## src/rtl/cook_countdown.sv

```systemverilog
// Kitchen cook timer: loads a BCD mm:ss-style seconds count (00-59), counts down on
// one-second ticks with pause/resume, then raises an alarm for ALARM_TICKS ticks.
module cook_countdown #(
  parameter int unsigned ALARM_TICKS = 5
) (
  input  logic       clk,
  input  logic       reset,
  input  logic       tick,
  input  logic       start_btn,
  input  logic       stop_btn,
  input  logic [3:0] load_ones,
  input  logic [3:0] load_tens,
  output logic [3:0] ones,
  output logic [3:0] tens,
  output logic       running,
  output logic       alarm
);

  localparam int unsigned DIGIT_W = 4;
  localparam int unsigned ACNT_W  = 4;

  typedef enum logic [1:0] {
    S_IDLE  = 2'd0,
    S_RUN   = 2'd1,
    S_PAUSE = 2'd2,
    S_ALARM = 2'd3
  } state_t;

  state_t              state, state_next;
  logic [DIGIT_W-1:0]  ones_next, tens_next;
  logic [ACNT_W-1:0]   alarm_cnt, alarm_cnt_next, alarm_cnt_inc;
  logic                running_next, alarm_next;
  logic                start_prev, stop_prev;
  logic                start_edge, stop_edge;
  logic [DIGIT_W-1:0]  ld_ones, ld_tens;
  logic                ld_nonzero;
  logic [DIGIT_W-1:0]  dec_ones, dec_tens;
  logic                count_nonzero, dec_zero;

  // Button edge detection, clamped load digits and the BCD decrement result
  always_comb begin
    start_edge    = start_btn & ~start_prev;
    stop_edge     = stop_btn  & ~stop_prev;
    ld_ones       = (load_ones > 4'd9) ? 4'd9 : load_ones;
    ld_tens       = (load_tens > 4'd5) ? 4'd5 : load_tens;
    ld_nonzero    = (ld_ones != 4'd0) || (ld_tens != 4'd0);
    count_nonzero = (ones != 4'd0) || (tens != 4'd0);
    if (ones != 4'd0) begin
      dec_ones = ones - 4'd1;
      dec_tens = tens;
    end else begin
      dec_ones = 4'd9;
      dec_tens = tens - 4'd1;
    end
    dec_zero      = (dec_ones == 4'd0) && (dec_tens == 4'd0);
    alarm_cnt_inc = alarm_cnt + ACNT_W'(1);
  end

  // Next-state and next-output logic; stop edges always win over start edges
  always_comb begin
    state_next     = state;
    ones_next      = ones;
    tens_next      = tens;
    alarm_cnt_next = alarm_cnt;

    case (state)
      S_IDLE: begin
        if (start_edge && !stop_edge && ld_nonzero) state_next = S_RUN;
      end
      S_RUN: begin
        if (tick && count_nonzero) begin
          ones_next = dec_ones;
          tens_next = dec_tens;
          if (dec_zero) begin
            state_next     = S_ALARM;
            alarm_cnt_next = '0;
          end else if (stop_edge) begin
            state_next = S_PAUSE;
          end
        end else if (stop_edge) begin
          state_next = S_PAUSE;
        end
      end
      S_PAUSE: begin
        if (stop_edge)       state_next = S_IDLE;
        else if (start_edge) state_next = S_RUN;
      end
      S_ALARM: begin
        ones_next = '0;
        tens_next = '0;
        if (stop_edge) begin
          state_next = S_IDLE;
        end else if (tick) begin
          alarm_cnt_next = alarm_cnt_inc;
          if (alarm_cnt_inc == ACNT_W'(ALARM_TICKS)) state_next = S_IDLE;
        end
      end
      default: state_next = S_IDLE;
    endcase

    // IDLE (and the edge entering RUN from IDLE) tracks the clamped load value
    if (state_next == S_IDLE || state == S_IDLE) begin
      ones_next = ld_ones;
      tens_next = ld_tens;
    end

    running_next = (state_next == S_RUN);
    alarm_next   = (state_next == S_ALARM);
  end

  always_ff @(posedge clk or posedge reset) begin
    if (reset) begin
      state      <= S_IDLE;
      ones       <= '0;
      tens       <= '0;
      running    <= 1'b0;
      alarm      <= 1'b0;
      alarm_cnt  <= '0;
      start_prev <= 1'b0;
      stop_prev  <= 1'b0;
    end else begin
      state      <= state_next;
      ones       <= ones_next;
      tens       <= tens_next;
      running    <= running_next;
      alarm      <= alarm_next;
      alarm_cnt  <= alarm_cnt_next;
      start_prev <= start_btn;
      stop_prev  <= stop_btn;
    end
  end

endmodule

```

## config.mk

```make
export PLATFORM = sky130hd
export DESIGN_NAME = cook_countdown
export DESIGN_NICKNAME = d
export VERILOG_FILES = /design/src/rtl/cook_countdown.sv
export SDC_FILE = /design/constraint.sdc
export NUM_CORES = 1
export LEC_CHECK = 0
export BUFFER_PORTS_ARGS = -buffer_cell sky130_fd_sc_hd__buf_2
export CORE_MARGIN = 1
export CORE_UTILIZATION = 47
export DETAILED_ROUTE_END_ITERATION = 8
export PLACE_DENSITY = 0.69
export REMOVE_ABC_BUFFERS = 1
export SKIP_CTS_REPAIR_TIMING = 1
export SYNTH_ARGS = -nofsm -noshare
export SYNTH_HDL_FRONTEND = slang
export SYNTH_SLANG_ARGS = --single-unit
export TNS_END_PERCENT = 100
```

## constraint.sdc

```tcl
create_clock -name clk -period 2.4 [get_ports clk]
set_input_delay 0.6 -clock clk [delete_from_list [all_inputs] [get_ports clk]]
set_output_delay 0.6 -clock clk [all_outputs]
set_load 0.03 [all_outputs]
```

==> flow_summary_export.csv, run 1 <==
group,metric,value,unit
worst_hold_path,hold_path_class,"in2async",
sta,final-hold-violation-count,0,
sta,fin_setup_tns,0,ps
detailed_routing,drt_first_pass_iters,4,
synth,synth_top_family_by_area,"compound AO/OA/AOI/OAI gates",
sta,max_freq,0.485,GHz
critical_path,cp_cell_sequence,"inv_1 -> ha_1 -> or3b_2 -> o21ai_4 -> a21bo_2 -> mux2_2",
global_routing,grt_max_degree,19,
clock_network,root_buffer,"clkbuf_4",
detailed_routing,initialDrtViolationCount,67,
critical_path,endpoint_kind,"flop",
clock_network,clk_pin_slew_worst_paths,110,ps
sta,fin_crit_sh,0.859,
sta,setup_viol,0,
run,maxCapViolCount,0,
critical_path,slowest_stage,"or3b_2",
outcome,status,"completed",
synth,synth-compound-area-share,0.257,
synth,synth_area_per_cell,8.66,sq um
synth,synthesis.area,1250,sq um
global_routing,grt_util_all_layers,0.240,
clock_network,cts-buffers-inserted,3,
critical_path,crit_type,"reg2reg",
synth,yosys_register_bits,18,
sta,finalClockSkew,7.57,ps
pwr,total_leakage_power,0.617,nW
pwr,power_density,1190,nW/um^2
critical_path,required,2600,ps
floorplanning,start_util,0.499,
synth,yosysWarnings,0,
sta,hold_slack,389,ps
critical_path,arrival,2260,ps
floorplanning,die_y,53.5,microns
clock_network,cts_max_path_buffers,2,
clock_network,htree_levels,1,
floorplanning,die_w,53.5,microns
cells_and_area,syn_to_final_growth,13.2,%
sta,maxSlewViolCount,0,
cells_and_area,drive_above_1_share,0.241,
detailed_routing,postRouteAntennaNets,0,
critical_path,rrSetupSlack,340,ps
sta,period_needed,2060,ps
floorplanning,ios,23,
placement,gp_congestion,0.845,
clock_network,cts.sinks,18,
clock_network,cts_tree,"built",
global_routing,grt_pass1_vias,1046,
floorplanning,fp.coreArea,2500,sq um
synth,ys_types,47,
placement,port_buffers,22,
sta,grt_setup_unrepaired,"false",
sta,tightest_slew,705,ps
sta,slew_headroom,0.530,
pwr,irDropWorstVdd,618,uV
critical_path,cp-start-kind,"flop",
clock_network,clock_latency,300,ps
cells_and_area,nNetsFinal,184,
global_routing,grt_pass1_wl,4.89,mm
detailed_routing,drt-total-wl,3.06,mm
synth,synthXorXnorAreaFrac,0.0211,
synth,ys_seq_area_frac,0.361,
detailed_routing,vias,1177,
global_routing,antenna_found_initial,0,
floorplanning,rows,18,
synth,synthMuxAreaShare,0.0181,
synth,synthCells,144,
detailed_routing,post_drt_wl_per_cell,15.6,microns
floorplanning,dieArea,2860,sq um
detailed_routing,vias_per_cell,6.01,
placement,dp_hpwl,2.28,mm
critical_path,path_max_fanout,5,
synth,synthAdderAreaFrac,0.0401,
synth,yosys.area_share.simple,0.237,
detailed_routing,drcViolationCount,0,
cells_and_area,diodes,0,
critical_path,critical_path.max_stage_delay,510,ps
global_routing,gr-total-overflow,0,
==> report_power, final <==
group	internal [mW]	leakage, nW	switching [mW]	total (mW)
clock	0.0925	0.0210	0.102	0.194
sequential	0.410	0.225	0.184	0.593
combinational	0.364	0.371	0.528	0.893
total	0.867	0.617	0.814	1.68
==> state kept, by name, summed over array words and instances (netlist names) <==
register / count
ones: 4
running: 1
start_prev: 1
stop_prev: 1
state: 2
alarm_cnt: 4
tens: 4
alarm: 1
==> critical path, delay by kind of cell (launching register included) <==
| kind | cells | cell delay, ps |
|---|---|---|
| compound gates | 2 | 410 |
| simple gates | 1 | 510 |
| mux | 1 | 340 |
| flops | 1 | 420 |
| buf+inv | 1 | 110 |
| fa+ha+maj | 1 | 170 |
==> synth_stat cells, drive strengths merged <==
master	instances	area [sq um]
a211oi	2	15.0
a21bo	1	10.0
a21boi	1	7.51
a21o	1	8.76
a21oi	3	15.0
a221o	1	10.0
a22o	3	26.3
a22oi	2	15.0
a311o	1	11.3
a31o	1	8.76
a31oi	2	12.5
a32oi	1	8.76
a41oi	1	8.76
and3	2	12.5
buf	3	30.0
clkbuf	5	18.8
dfrtp	18	450
ha	4	50.1
inv	9	33.8
mux2	2	22.5
nand2	13	48.8
nand2b	2	12.5
nand3	8	40.0
nand3b	1	7.51
nand4	2	12.5
nand4b	2	17.5
nor2	7	26.3
nor2b	6	37.5
nor3	4	20.0
nor3b	2	15.0
nor4	2	12.5
o211ai	1	7.51
o21a	1	7.51
o21ai	16	91.3
o221ai	1	8.76
o22ai	1	6.26
o2bb2ai	1	8.76
o311ai	1	8.76
o31ai	2	15.0
o41ai	1	8.76
or2	1	6.26
or3	1	6.26
or3b	1	8.76
or4	1	11.3
xnor2	3	26.3
==> placed cells by master (no fill, tap or decap), types with 3 or more instances in the layout <==
| master | netlist | routed |
|---|---|---|
| a21oi_1 | 3 | 3 |
| a22o_1 | 3 | 3 |
| nor3_1 | 4 | 4 |
| nand3_1 | 8 | 8 |
| buf_2 | 0 | 22 |
| ha_1 | 4 | 4 |
| clkbuf_4 | 0 | 3 |
| nor2_1 | 7 | 7 |
| o21ai_0 | 15 | 15 |
| xnor2_1 | 3 | 3 |
| nand2_1 | 13 | 13 |
| nor2b_1 | 6 | 6 |
| dfrtp_1 | 18 | 18 |
| inv_1 | 9 | 9 |
| buf_4 | 1 | 4 |
==> path summary, 6_finish.rpt <==
check                      depth (start not counted)                    to                start
setup / recovery                                   6   ones[3]$_DFFE_PP0P_  tens[0]$_DFFE_PP0P_
hold / removal                                     2   tens[0]$_DFFE_PP0P_                reset
setup reg to reg                                   6   ones[3]$_DFFE_PP0P_  tens[0]$_DFFE_PP0P_
hold reg to reg                                    1   tens[3]$_DFFE_PP0P_  tens[3]$_DFFE_PP0P_
max in group asynchronous                          2   ones[1]$_DFFE_PP0P_                reset
min in group clk                                   1  start_prev$_DFF_PP0_            start_btn
==> per-stage QoR <==
stage | utilization | area (sq um) | total power [mW] | setup WS (ps) | instances
after global placement | 0.551 | 1380 | 1.45 | 403 | 192
after CTS | 0.565 | 1410 | 1.68 | 339 | 196
after floorplan | - | 1200 | 1.21 | 322 | 136
final | 0.565 | 1410 | 1.68 | 337 | 196
after detailed placement | 0.551 | 1380 | 1.48 | 362 | 192
after global routing | 0.565 | 1410 | 1.81 | 132 | 196
==> layer usage <==
| metal | global-route usage | part of all wire |
|---|---|---|
| met2 | 0.367 | 0.45 |
| met1 | 0.346 | 0.48 |
| met3 | 0.0345 | 0.061 |
| met5 | 0 | 0 |
| met4 | 0.0789 | 0.0072 |
==> kinds of logic after synthesis <==
family | after synthesis
DFF | 18
muxes | 2
xor gates and xnor gates | 3
adders and majority gates | 4
and+or+nand+nor | 55
buffers and inverters | 17
AOI/OAI and AO/OA | 45
==> cell type report <==
cell class	instances	area, sq um
clock buffers	4	36.3
fillers	227	1090
inverters	9	33.8
multi-input cells	109	714
flip-flops and latches	18	450
well taps	30	37.5
repair buffers	26	140
(Power assumes the default switching activity.)
==> inputs of run 2 (changes only) <==
--- a/config.mk
+++ b/config.mk
@@ -7,8 +7,9 @@
 export LEC_CHECK = 0
 export BUFFER_PORTS_ARGS = -buffer_cell sky130_fd_sc_hd__buf_2
+export CORE_ASPECT_RATIO = 1.75
 export CORE_MARGIN = 1
 export CORE_UTILIZATION = 47
 export DETAILED_ROUTE_END_ITERATION = 8
-export PLACE_DENSITY = 0.69
+export PLACE_DENSITY = 0.72
 export REMOVE_ABC_BUFFERS = 1
 export SKIP_CTS_REPAIR_TIMING = 1
==> constraint.sdc (replaced) <==
create_clock -name clk -period 1.8 [get_ports clk]
set_input_delay 0.45 -clock clk [delete_from_list [all_inputs] [get_ports clk]]
set_output_delay 0.45 -clock clk [all_outputs]
set_load 0.01 [all_outputs]
==> flow_summary_export.csv, run 2 (synthesized netlist as in run 1, its figures left out) <==
group,metric,value,unit
outcome,status,"completed",
detailed_routing,postRouteAntennaNets,0,
global_routing,grt_max_degree,19,
cells_and_area,biggestRegsByFlops,"alarm_cnt: 4 flops, ones: 4 flops, tens: 4 flops",
clock_network,root_buffer,"clkbuf_8",
pwr,irDropWorstVdd,792,uV
detailed_routing,drt-total-wl,3.70,mm
detailed_routing,initialDrtViolationCount,43,
clock_network,clk_pin_slew_worst_paths,60,ps
clock_network,cts-buffers-inserted,3,
sta,final-hold-violation-count,0,
critical_path,cp_top_family,"simple AND/OR/NAND/NOR gates",
critical_path,critPathBufInv,1,
critical_path,cp_cell_sequence,"or4_4 -> o21ai_4 -> buf_6 -> xnor2_2 -> a221o_1",
cells_and_area,layout_commonest_cell,"buf_4",
critical_path,required,1940,ps
sta,hold_slack,194,ps
sta,fin_setup_tns,0,ps
global_routing,gr-total-overflow,0,
cells_and_area,syn_to_final_growth,34.3,%
detailed_routing,post_drt_wl_per_cell,16.8,microns
floorplanning,ios,23,
sta,grt_setup_unrepaired,"true",
critical_path,critical_path.max_stage_delay,580,ps
detailed_routing,drt_first_pass_iters,4,
sta,finalClockSkew,1.61,ps
placement,gp_congestion,0.878,
floorplanning,die_w,40.9,microns
sta,slew_headroom,0.726,
sta,period_needed,1790,ps
floorplanning,rows,24,
detailed_routing,vias,1344,
cells_and_area,fill_cells,214,
sta,tightest_slew,408,ps
clock_network,clock_latency,260,ps
run,maxCapViolCount,0,
global_routing,grt_pass1_vias,1325,
clock_network,cts_max_path_buffers,2,
cells_and_area,nNetsFinal,213,
placement,dp_hpwl,2.81,mm
global_routing,grt_pass1_wl,5.74,mm
placement,port_buffers,22,
floorplanning,fp.coreArea,2490,sq um
sta,setup_viol,0,
global_routing,antenna_found_initial,0,
critical_path,crit_type,"reg2reg",
detailed_routing,vias_per_cell,6.11,
clock_network,htree_levels,1,
clock_network,cts_tree,"built",
pwr,power.total,2.60,mW
critical_path,slowest_stage,"or4_4",
sta,fin_crit_sh,0.996,
cells_and_area,drive_above_1_share,0.387,
sta,maxSlewViolCount,0,
cells_and_area,diodes,0,
floorplanning,die_y,70.2,microns
pwr,power_density,1550,nW/um^2
sta,max_freq,0.558,GHz
worst_hold_path,hold_path_class,"in2async",
critical_path,endpoint_kind,"flop",
floorplanning,start_util,0.501,
critical_path,arrival,1930,ps
cells_and_area,fin_util,0.672,
clock_network,cts.sinks,18,
pwr,total_leakage_power,0.771,nW
detailed_routing,drcViolationCount,0,
cells_and_area,final_cell_mix,"32 x buf_4, 22 x buf_2, 18 x dfrtp_1",
global_routing,grt_util_all_layers,0.291,
critical_path,cp-start-kind,"flop",
floorplanning,dieArea,2870,sq um
critical_path,path_max_fanout,5,
## run 2: tightest hold or removal path: cells and delay by family
| kind | cells | cell delay [ps] |
|---|---|---|
| buffers and inverters | 3 | 380 |
## run 2: worst paths after layout
| path | startpoint | end | slack (ps) | cells after the start |
|---|---|---|---|---|
| setup / recovery | ones[2]$_DFFE_PP0P_ | ones[0]$_DFFE_PP0P_ | 8 | 5 |
| hold / removal | reset | tens[0]$_DFFE_PP0P_ | 190 | 3 |
| setup reg to reg | ones[2]$_DFFE_PP0P_ | ones[0]$_DFFE_PP0P_ | 8 | 5 |
| hold reg to reg | tens[3]$_DFFE_PP0P_ | tens[3]$_DFFE_PP0P_ | 560 | 1 |
| max in group asynchronous | reset | alarm_cnt[0]$_DFFE_PP0P_ | 1410 | 3 |
| min in group clk | start_btn | start_prev$_DFF_PP0_ | 300 | 1 |
## run 2: per-stage QoR
| step | setup slack (ps) | std cells | instance area, sq um |
|---|---|---|---|
| after floorplan | -164 | 136 | 1200 |
| after global placement | -43.5 | 214 | 1570 |
| after detailed placement | -106 | 214 | 1570 |
| after CTS | -118 | 217 | 1610 |
| after global routing | -34.5 | 220 | 1680 |
| final | 7.95 | 220 | 1680 |
## run 2: final cells by class
| class | count | area (sq um) | share of cell area |
|---|---|---|---|
| clock buffer | 3 | 41.3 | 0.0246 |
| timing repair buffer | 55 | 362 | 0.216 |
| inverter | 9 | 33.8 | 0.0202 |
| multi-input combinational | 109 | 756 | 0.451 |
| sequential | 18 | 450 | 0.269 |
| tap | 26 | 32.5 | 0.0194 |
## run 2: power breakdown
part,switching (mW),total [mW],internal [mW]
Sequential,0.156,0.706,0.550
Combinational,0.807,1.61,0.803
Clock,0.134,0.283,0.149
## run 2: layer usage
layer | wire length [microns] | global-route usage
met5 | 0 | 0
met4 | 155 | 0.170
met3 | 141 | 0.0413
met2 | 2100 | 0.493
met1 | 1310 | 0.306
